File: config.mk
export PLATFORM = sky130hd
export DESIGN_NAME = grey_stream_ctrl
export DESIGN_NICKNAME = d
export VERILOG_FILES = /design/src/rtl/grey_stream_ctrl.sv
export SDC_FILE = /design/constraint.sdc
export NUM_CORES = 1
export LEC_CHECK = 0
export CORE_MARGIN = 3
export CORE_UTILIZATION = 45
export DETAILED_ROUTE_END_ITERATION = 10
export PLACE_DENSITY_LB_ADDON = 0.12
export REMOVE_ABC_BUFFERS = 1
export SLEW_MARGIN = 20
export SYNTH_ARGS = -nofsm -noshare
export SYNTH_HDL_FRONTEND = slang
export SYNTH_SLANG_ARGS = --single-unit
File: constraint.sdc
create_clock -name iCLK -period 1.59 [get_ports iCLK]
set_input_delay 0.318 -clock iCLK [delete_from_list [all_inputs] [get_ports iCLK]]
set_output_delay 0.318 -clock iCLK [all_outputs]
set_load 0.05 [all_outputs]
File: src/rtl/grey_stream_ctrl.sv
// Frame/line sequencer between CCD capture and the greyscale converter: qualifies
// pixels against FVAL/LVAL, generates X/Y coordinates, latches mode, counts frames.
module grey_stream_ctrl #(
  parameter int H_ACTIVE = 1280,
  parameter int V_ACTIVE = 960
) (
  input  logic        iCLK,
  input  logic        iRST,
  input  logic        iSTART,
  input  logic [1:0]  iMODE,
  input  logic        iFVAL,
  input  logic        iLVAL,
  input  logic        iDVAL,
  input  logic [11:0] iDATA,
  output logic [11:0] oDATA,
  output logic        oDVAL,
  output logic [10:0] oX_Cont,
  output logic [10:0] oY_Cont,
  output logic [1:0]  oMODE,
  output logic        oFRAME_DONE,
  output logic [15:0] oFRAME_CNT,
  output logic        oLINE_ERR,
  output logic        oBUSY,
  output logic [1:0]  oSTATE
);

  typedef enum logic [1:0] {
    S_IDLE     = 2'd0,
    S_WAIT_SOF = 2'd1,
    S_ACTIVE   = 2'd2,
    S_EOF      = 2'd3
  } state_t;

  localparam logic [10:0] H_MAX = 11'(H_ACTIVE);
  localparam logic [10:0] V_MAX = 11'(V_ACTIVE);

  state_t      state_q, state_d;
  logic        fval_q, lval_q;
  logic [10:0] x_q, x_d, y_q, y_d;
  logic [11:0] data_q;
  logic        dval_q, dval_d;
  logic [10:0] ox_q, ox_d, oy_q, oy_d;
  logic [1:0]  mode_q, mode_d;
  logic        done_q, done_d;
  logic [15:0] cnt_q, cnt_d;
  logic        err_q, err_d;
  logic        busy_q, busy_d;

  logic fval_rise, fval_fall, lval_fall;
  assign fval_rise = iFVAL & ~fval_q;
  assign fval_fall = ~iFVAL & fval_q;
  assign lval_fall = ~iLVAL & lval_q;

  always_comb begin
    state_d = state_q;
    x_d     = x_q;
    y_d     = y_q;
    dval_d  = 1'b0;
    ox_d    = ox_q;
    oy_d    = oy_q;
    mode_d  = mode_q;
    done_d  = 1'b0;
    cnt_d   = cnt_q;
    err_d   = err_q;
    case (state_q)
      S_IDLE: begin
        if (iSTART) state_d = S_WAIT_SOF;
      end
      S_WAIT_SOF: begin
        // Only a fresh rising edge starts a frame, so a frame already in flight is skipped.
        if (fval_rise) begin
          state_d = S_ACTIVE;
          mode_d  = iMODE;
          x_d     = 11'd0;
          y_d     = 11'd0;
        end
      end
      S_ACTIVE: begin
        if (iDVAL && iLVAL && (x_q < H_MAX)) begin
          x_d = x_q + 11'd1;
          if (y_q < V_MAX) begin
            dval_d = 1'b1;
            ox_d   = x_q;
            oy_d   = y_q;
          end
        end
        if (lval_fall) begin
          if (x_q != H_MAX) err_d = 1'b1;
          x_d = 11'd0;
          if (y_q < V_MAX) y_d = y_q + 11'd1;
        end
        if (fval_fall) begin
          state_d = S_EOF;
          done_d  = 1'b1;
          cnt_d   = cnt_q + 16'd1;
        end
      end
      S_EOF: begin
        state_d = iSTART ? S_WAIT_SOF : S_IDLE;
      end
      default: state_d = S_IDLE;
    endcase
    busy_d = (state_d != S_IDLE);
  end

  always_ff @(posedge iCLK or negedge iRST) begin
    if (!iRST) begin
      state_q <= S_IDLE;
      fval_q  <= 1'b0;
      lval_q  <= 1'b0;
      x_q     <= 11'd0;
      y_q     <= 11'd0;
      data_q  <= 12'd0;
      dval_q  <= 1'b0;
      ox_q    <= 11'd0;
      oy_q    <= 11'd0;
      mode_q  <= 2'd0;
      done_q  <= 1'b0;
      cnt_q   <= 16'd0;
      err_q   <= 1'b0;
      busy_q  <= 1'b0;
    end else begin
      state_q <= state_d;
      fval_q  <= iFVAL;
      lval_q  <= iLVAL;
      x_q     <= x_d;
      y_q     <= y_d;
      data_q  <= iDATA;
      dval_q  <= dval_d;
      ox_q    <= ox_d;
      oy_q    <= oy_d;
      mode_q  <= mode_d;
      done_q  <= done_d;
      cnt_q   <= cnt_d;
      err_q   <= err_d;
      busy_q  <= busy_d;
    end
  end

  assign oDATA       = data_q;
  assign oDVAL       = dval_q;
  assign oX_Cont     = ox_q;
  assign oY_Cont     = oy_q;
  assign oMODE       = mode_q;
  assign oFRAME_DONE = done_q;
  assign oFRAME_CNT  = cnt_q;
  assign oLINE_ERR   = err_q;
  assign oBUSY       = busy_q;
  assign oSTATE      = state_q;

endmodule
# Word-level counts from Yosys, hierarchy flattened
# Cells that the tools add are included.
[totals]
regBits = 82
inputBits = 20
out_inout_bits = 58
elab_cells = 61
[op_classes]
addsub = 3
order_cmp = 2
eq_ne = 8
muxes = 17
n_bitwise = 6
n_reduce_logical = 11
[ops]
columns = ["operator", "n"]
rows = [
  ["two-way mux 11 bit", 5],
  ["case mux 11 bit (2 select lines)", 2],
  ["adder 11 x 1 -> 11 bit, second input constant", 2],
  ["adder 16 x 1 -> 16 bit, second input constant", 1],
  ["less-than comparator 11 x 10 -> 1 bit, second input constant", 1],
  ["less-than comparator 11 bit, second input constant", 1],
  ["!= test 11 bit, second input constant", 1],
  ["AND reduction 3 bit", 3],
  ["case mux 2 bit (4 select lines)", 1],
  ["two-way mux 1 bit", 6],
  ["two-way mux 2 bit", 3],
  ["!= test 2 bit, second input constant", 3],
  ["equality test 2 bit, second input constant", 2],
  ["AND reduction 2 bit", 2],
  ["AND reduction 4 bit", 1],
  ["nonzero test 2 bit", 2],
  ["bitwise AND 1 bit", 3],
  ["!= test 3 bit, second input constant", 1],
  ["NOT 1 bit", 3],
  ["equality test 2 x 1 -> 1 bit, second input constant", 1],
  ["logical AND 1 bit", 2],
  ["zero test 2 bit", 1],
]

# Logic depth before layout (Yosys ltp)
[depth]
depth_word = 5
ltp_mapped = 6
depth_no_buf = 5

# Worst setup path before layout
# OpenSTA, ideal clock, no wires.
[synth_path]
kind = "register -> register"
start = "register state_q[1], in the netlist oSTATE[1]"
end = "register x_q[7]"
setup_ps = 127
arrival_time_ps = 1774
required_time_ps = 1463
path_slack_ps = -311
path_stages_with_launch = 5
n_path_buf = 0
synth_period_minus_slack_ps = 1901
cell_sequence = "dfrtp_1 nand4b_4 or4_4 o211ai_2 o31ai_2"
[synth_via]
elab_chain_len = 3
elab_cells_between_ends = 7
classes_between = "eq/ne: 4; mux: 1; reduce/logical: 2"
[synth_lines]
columns = ["item", "line_no", "text"]
rows = [
  ["from (decl)", "37", "state_t state_q, state_d;"],
  ["from (signal assigned)", "123", "state_q <= state_d;"],
  ["equality test 2 bit / equality test 2 x 1 -> 1 bit (equally long branches)", "65", "case (state_q)"],
  ["!= test 3 bit (no line) (tied with other cells)", "--", ""],
  ["AND reduction 3 bit (no line)", "--", ""],
  ["to (signal assigned)", "111", "x_q <= 11'd0;"],
  ["to (signal assigned)", "126", "x_q <= x_d;"],
  ["to (decl)", "39", "logic [10:0] x_q, x_d, y_q, y_d;"],
]
# Parallel ways exist; a longest one is shown, timed or not.
# A chain may end at the register's enable or synchronous reset.

# Final worst setup path
[layout_path]
start = "register x_q[9]"
end = "register x_q[7]"
[layout_via]
elab_chain_len = 4
[layout_lines]
columns = ["item", "line_no", "text"]
rows = [
  ["less-than comparator 11 bit", "79", "if (iDVAL && iLVAL && (x_q < H_MAX)) begin"],
  ["logical AND 1 bit", "79", ""],
  ["!= test 3 bit (no line)", "--", ""],
  ["AND reduction 3 bit (no line)", "--", ""],
]
# No other way between the ends.

==> flow_summary.ini <==
[yosys]
synth_top_area_share_pct = 60.3
yosysWarningCount = 0
netlist_instances = 262
avgSynthCellArea_sq_um = 13.0
synth_edf_count = 0
ys_top_cells_by_count = 82 x dfrtp_1, 17 x nor2_1, 16 x nand2_1
yosysTopAreaCell = dfrtp_1
seq_area_frac_synth_pct = 60.3
synthArstFlopShare_pct = 100
ys_top_cells_by_area = dfrtp_1 60%, mux2_1 4.0%, mux2_2 4.0%
synth_area_sq_um = 3400
ys_seq_elements = 82
synth_ff_type = dfrtp_1
synthMostInstantiatedCell = dfrtp_1
ys_types = 48

[route]
firstDrtPassIters = 4
route.vias.total = 2443
wl_per_cell_um = 14.7
vias_per_cell = 5.00
wl_mm = 7.18
drt_iter0_drc = 78
drc_errors = 0
antenna_left = 0

[floorplanning]
core_area_sq_um = 7290
die-width_um = 93.0
start_util_pct = 46.7
dieArea_sq_um = 8640
fp.dieH_um = 93.0
io_pins = 78
num_rows = 31

[worst_setup_path]
r2r_slack_ns = 0.03
rr_startpoint = x_q[9]
cp_top_family = simple AND/OR/NAND/NOR gates
cp.buffers_inverters = 0
crit_fanout = 3
startpoint_type = flop
r2r-end = x_q[7]
cp_slowest_cell = or4_4
reg2reg_depth = 4
worstPathRequired_ns = 1.83
cpPeakStageDelay_ns = 0.55
path_class = flop to flop
worstSetupEndpointType = flop
crit_arrival_ns = 1.80
crit_chain = o21a_2 > or4_4 > o211ai_2 > o31ai_2

[cells_and_area]
fill_cells = 533
regArea_sq_um = 2050
multi_input_area_sq_um = 1330
stdcell_area_sq_um = 5130
area_growth_pct = 50.9
instances_no_fill = 489
final_layout_size_suffix_gt1_share_pct = 38.7
insertedDiodeCount = 0
layout.nets = 409

[sta]
rsz0062_at_grt = true
period_minus_slack_ns = 1.56
worstMarginPinSlew_ns = 0.401
finClkSkew_ns = 0.00710
slew_viol_final = 0
setup_viol = 0
max_freq_mhz = 640
max-slew-margin-rel_pct = 73.3
finalSetupTns_ns = 0
fin_crit_sh_pct = 98.2
finalHoldViolCount = 0
hold_slack_ns = 0.396

[global_route]
grt-ovfl-total = 0
grt_pass1_vias = 2443
grt_pass1_wl_mm = 11.8
antenna_found_initial = 0
grt_max_degree = 30
grt_usage_pct = 17.6

[cts]
clock_sinks = 82
clk_latency_ns = 0.35
clockRootBuffer = clkbuf_8
cts-htree-levels = 3
cts_buffers = 9
cts_tree = yes
cts_max_path_buffers = 2
cts_setup_buffers = 0
clk_pin_slew_worst_paths_ns = 0.09

[power]
power_mw = 5.70
p_leak_nw = 2.44
ir_worst_vdd_mv = 0.787
power_density_nw_per_um2 = 1110

[worst_hold_path]
min_delay_worst_endpoint = oDATA[2]
whs_path_depth = 1
hp-start = iDATA[2]
hold_path_class = input port to flop

[status]
run_status = finished, final reports clean

[place]
routabilityCongestion = 0.894
io_buffers = 77
numPlacedInstances = 472
hpwlAfterDp_mm = 5.34
dpl_cell_area_sq_um = 4850

[run]
max_cap_viol_count = 0
## worst register-to-register path, stage by stage (launching register included)
cell and delay, ns:
dfrtp_1 0.39, o21a_2 0.26, or4_4 0.55, o211ai_2 0.16, o31ai_2 0.08
## power by group
| part | leakage [nW] | switching, mW | internal, mW |
|---|---|---|---|
| registers | 1.09 | 0.189 | 2.27 |
| clock network | 0.0885 | 0.784 | 0.735 |
| logic | 1.26 | 0.909 | 0.817 |
| total | 2.44 | 1.88 | 3.82 |
## worst max path at each step
stage / start / end / slack (ns) / cells past startpoint
2_1_floorplan: oSTATE[1] / oFRAME_CNT[14] / -0.37 / 4
3_3_place_gp: iDVAL / x_q[7] / -0.37 / 5
3_5_place_dp: iFVAL / oFRAME_CNT[6] / -0.41 / 6
4_1_cts: x_q[8] / x_q[7] / 0.02 / 4
5_1_grt: oSTATE[0] / oFRAME_CNT[6] / -0.01 / 5
6_report: x_q[9] / x_q[7] / 0.03 / 4
## layer usage
layer	global-route usage, %	routed length (um)
met3	4.63	360
met1	22.8	3070
met5	0	0
met2	27.8	3630
met4	7.69	123
## sequential cells by signal, summed over array words and instances (netlist names), 2 cells and up
register,cells
oDATA,12
oFRAME_CNT,16
oMODE,2
oSTATE,2
oX_Cont,11
oY_Cont,11
x_q,11
y_q,11
## cells in the final DEF (no fill, tap or decap), types with 4 or more instances in the layout
master / Yosys / routed
buf_4: 0 / 62
mux2_1: 12 / 12
nand4_1: 9 / 9
nand2_1: 16 / 16
nand3_1: 12 / 11
dfrtp_1: 82 / 81
and3_1: 4 / 4
clkdlybuf4s50_1: 0 / 18
nor2_1: 17 / 16
or3_1: 5 / 5
mux2_2: 12 / 12
ha_1: 4 / 4
xor2_1: 9 / 9
clkinvlp_4: 0 / 4
xnor2_1: 15 / 15
clkbuf_8: 0 / 9
a21oi_1: 5 / 4
inv_1: 8 / 8
buf_12: 0 / 36
## cells by family after synthesis
group | Yosys count | synth area share (%)
AOI/OAI and AO/OA | 18 | 4.63
xor gates and xnor gates | 24 | 6.18
adders and majority gates | 4 | 1.47
buffers and inverters | 15 | 2.61
DFF | 82 | 60.3
muxes | 26 | 8.53
and+or+nand+nor | 93 | 16.3
## per-stage QoR
step	util [%]	setup slack, ns
after global placement	66.5	-0.372
after CTS	69.6	0.0161
after global routing	70.4	-0.0121
after floorplan	-	-0.366
final	70.4	0.0279
after detailed placement	66.5	-0.414
## final cells by class
| type | instances | share of cell area, % |
|---|---|---|
| sequential | 82 | 40.0 |
| tap | 99 | 2.41 |
| clock buffer | 9 | 2.41 |
| clock inverter | 7 | 1.51 |
| timing repair buffer | 119 | 27.2 |
| inverter | 8 | 0.585 |
| multi-input combinational | 165 | 25.9 |
## what timing repair did
| item | in CTS | in global routing |
|---|---|---|
| pin swaps | 1 | 6 |
| endpoints found under the setup margin | 7 | 7 |
| hold buffers | 1 | 0 |
| endpoints found under the hold margin | 26 | 0 |
| resized for setup | 3 | 14 |
No activity file was read; power rests on OpenSTA's default activity.
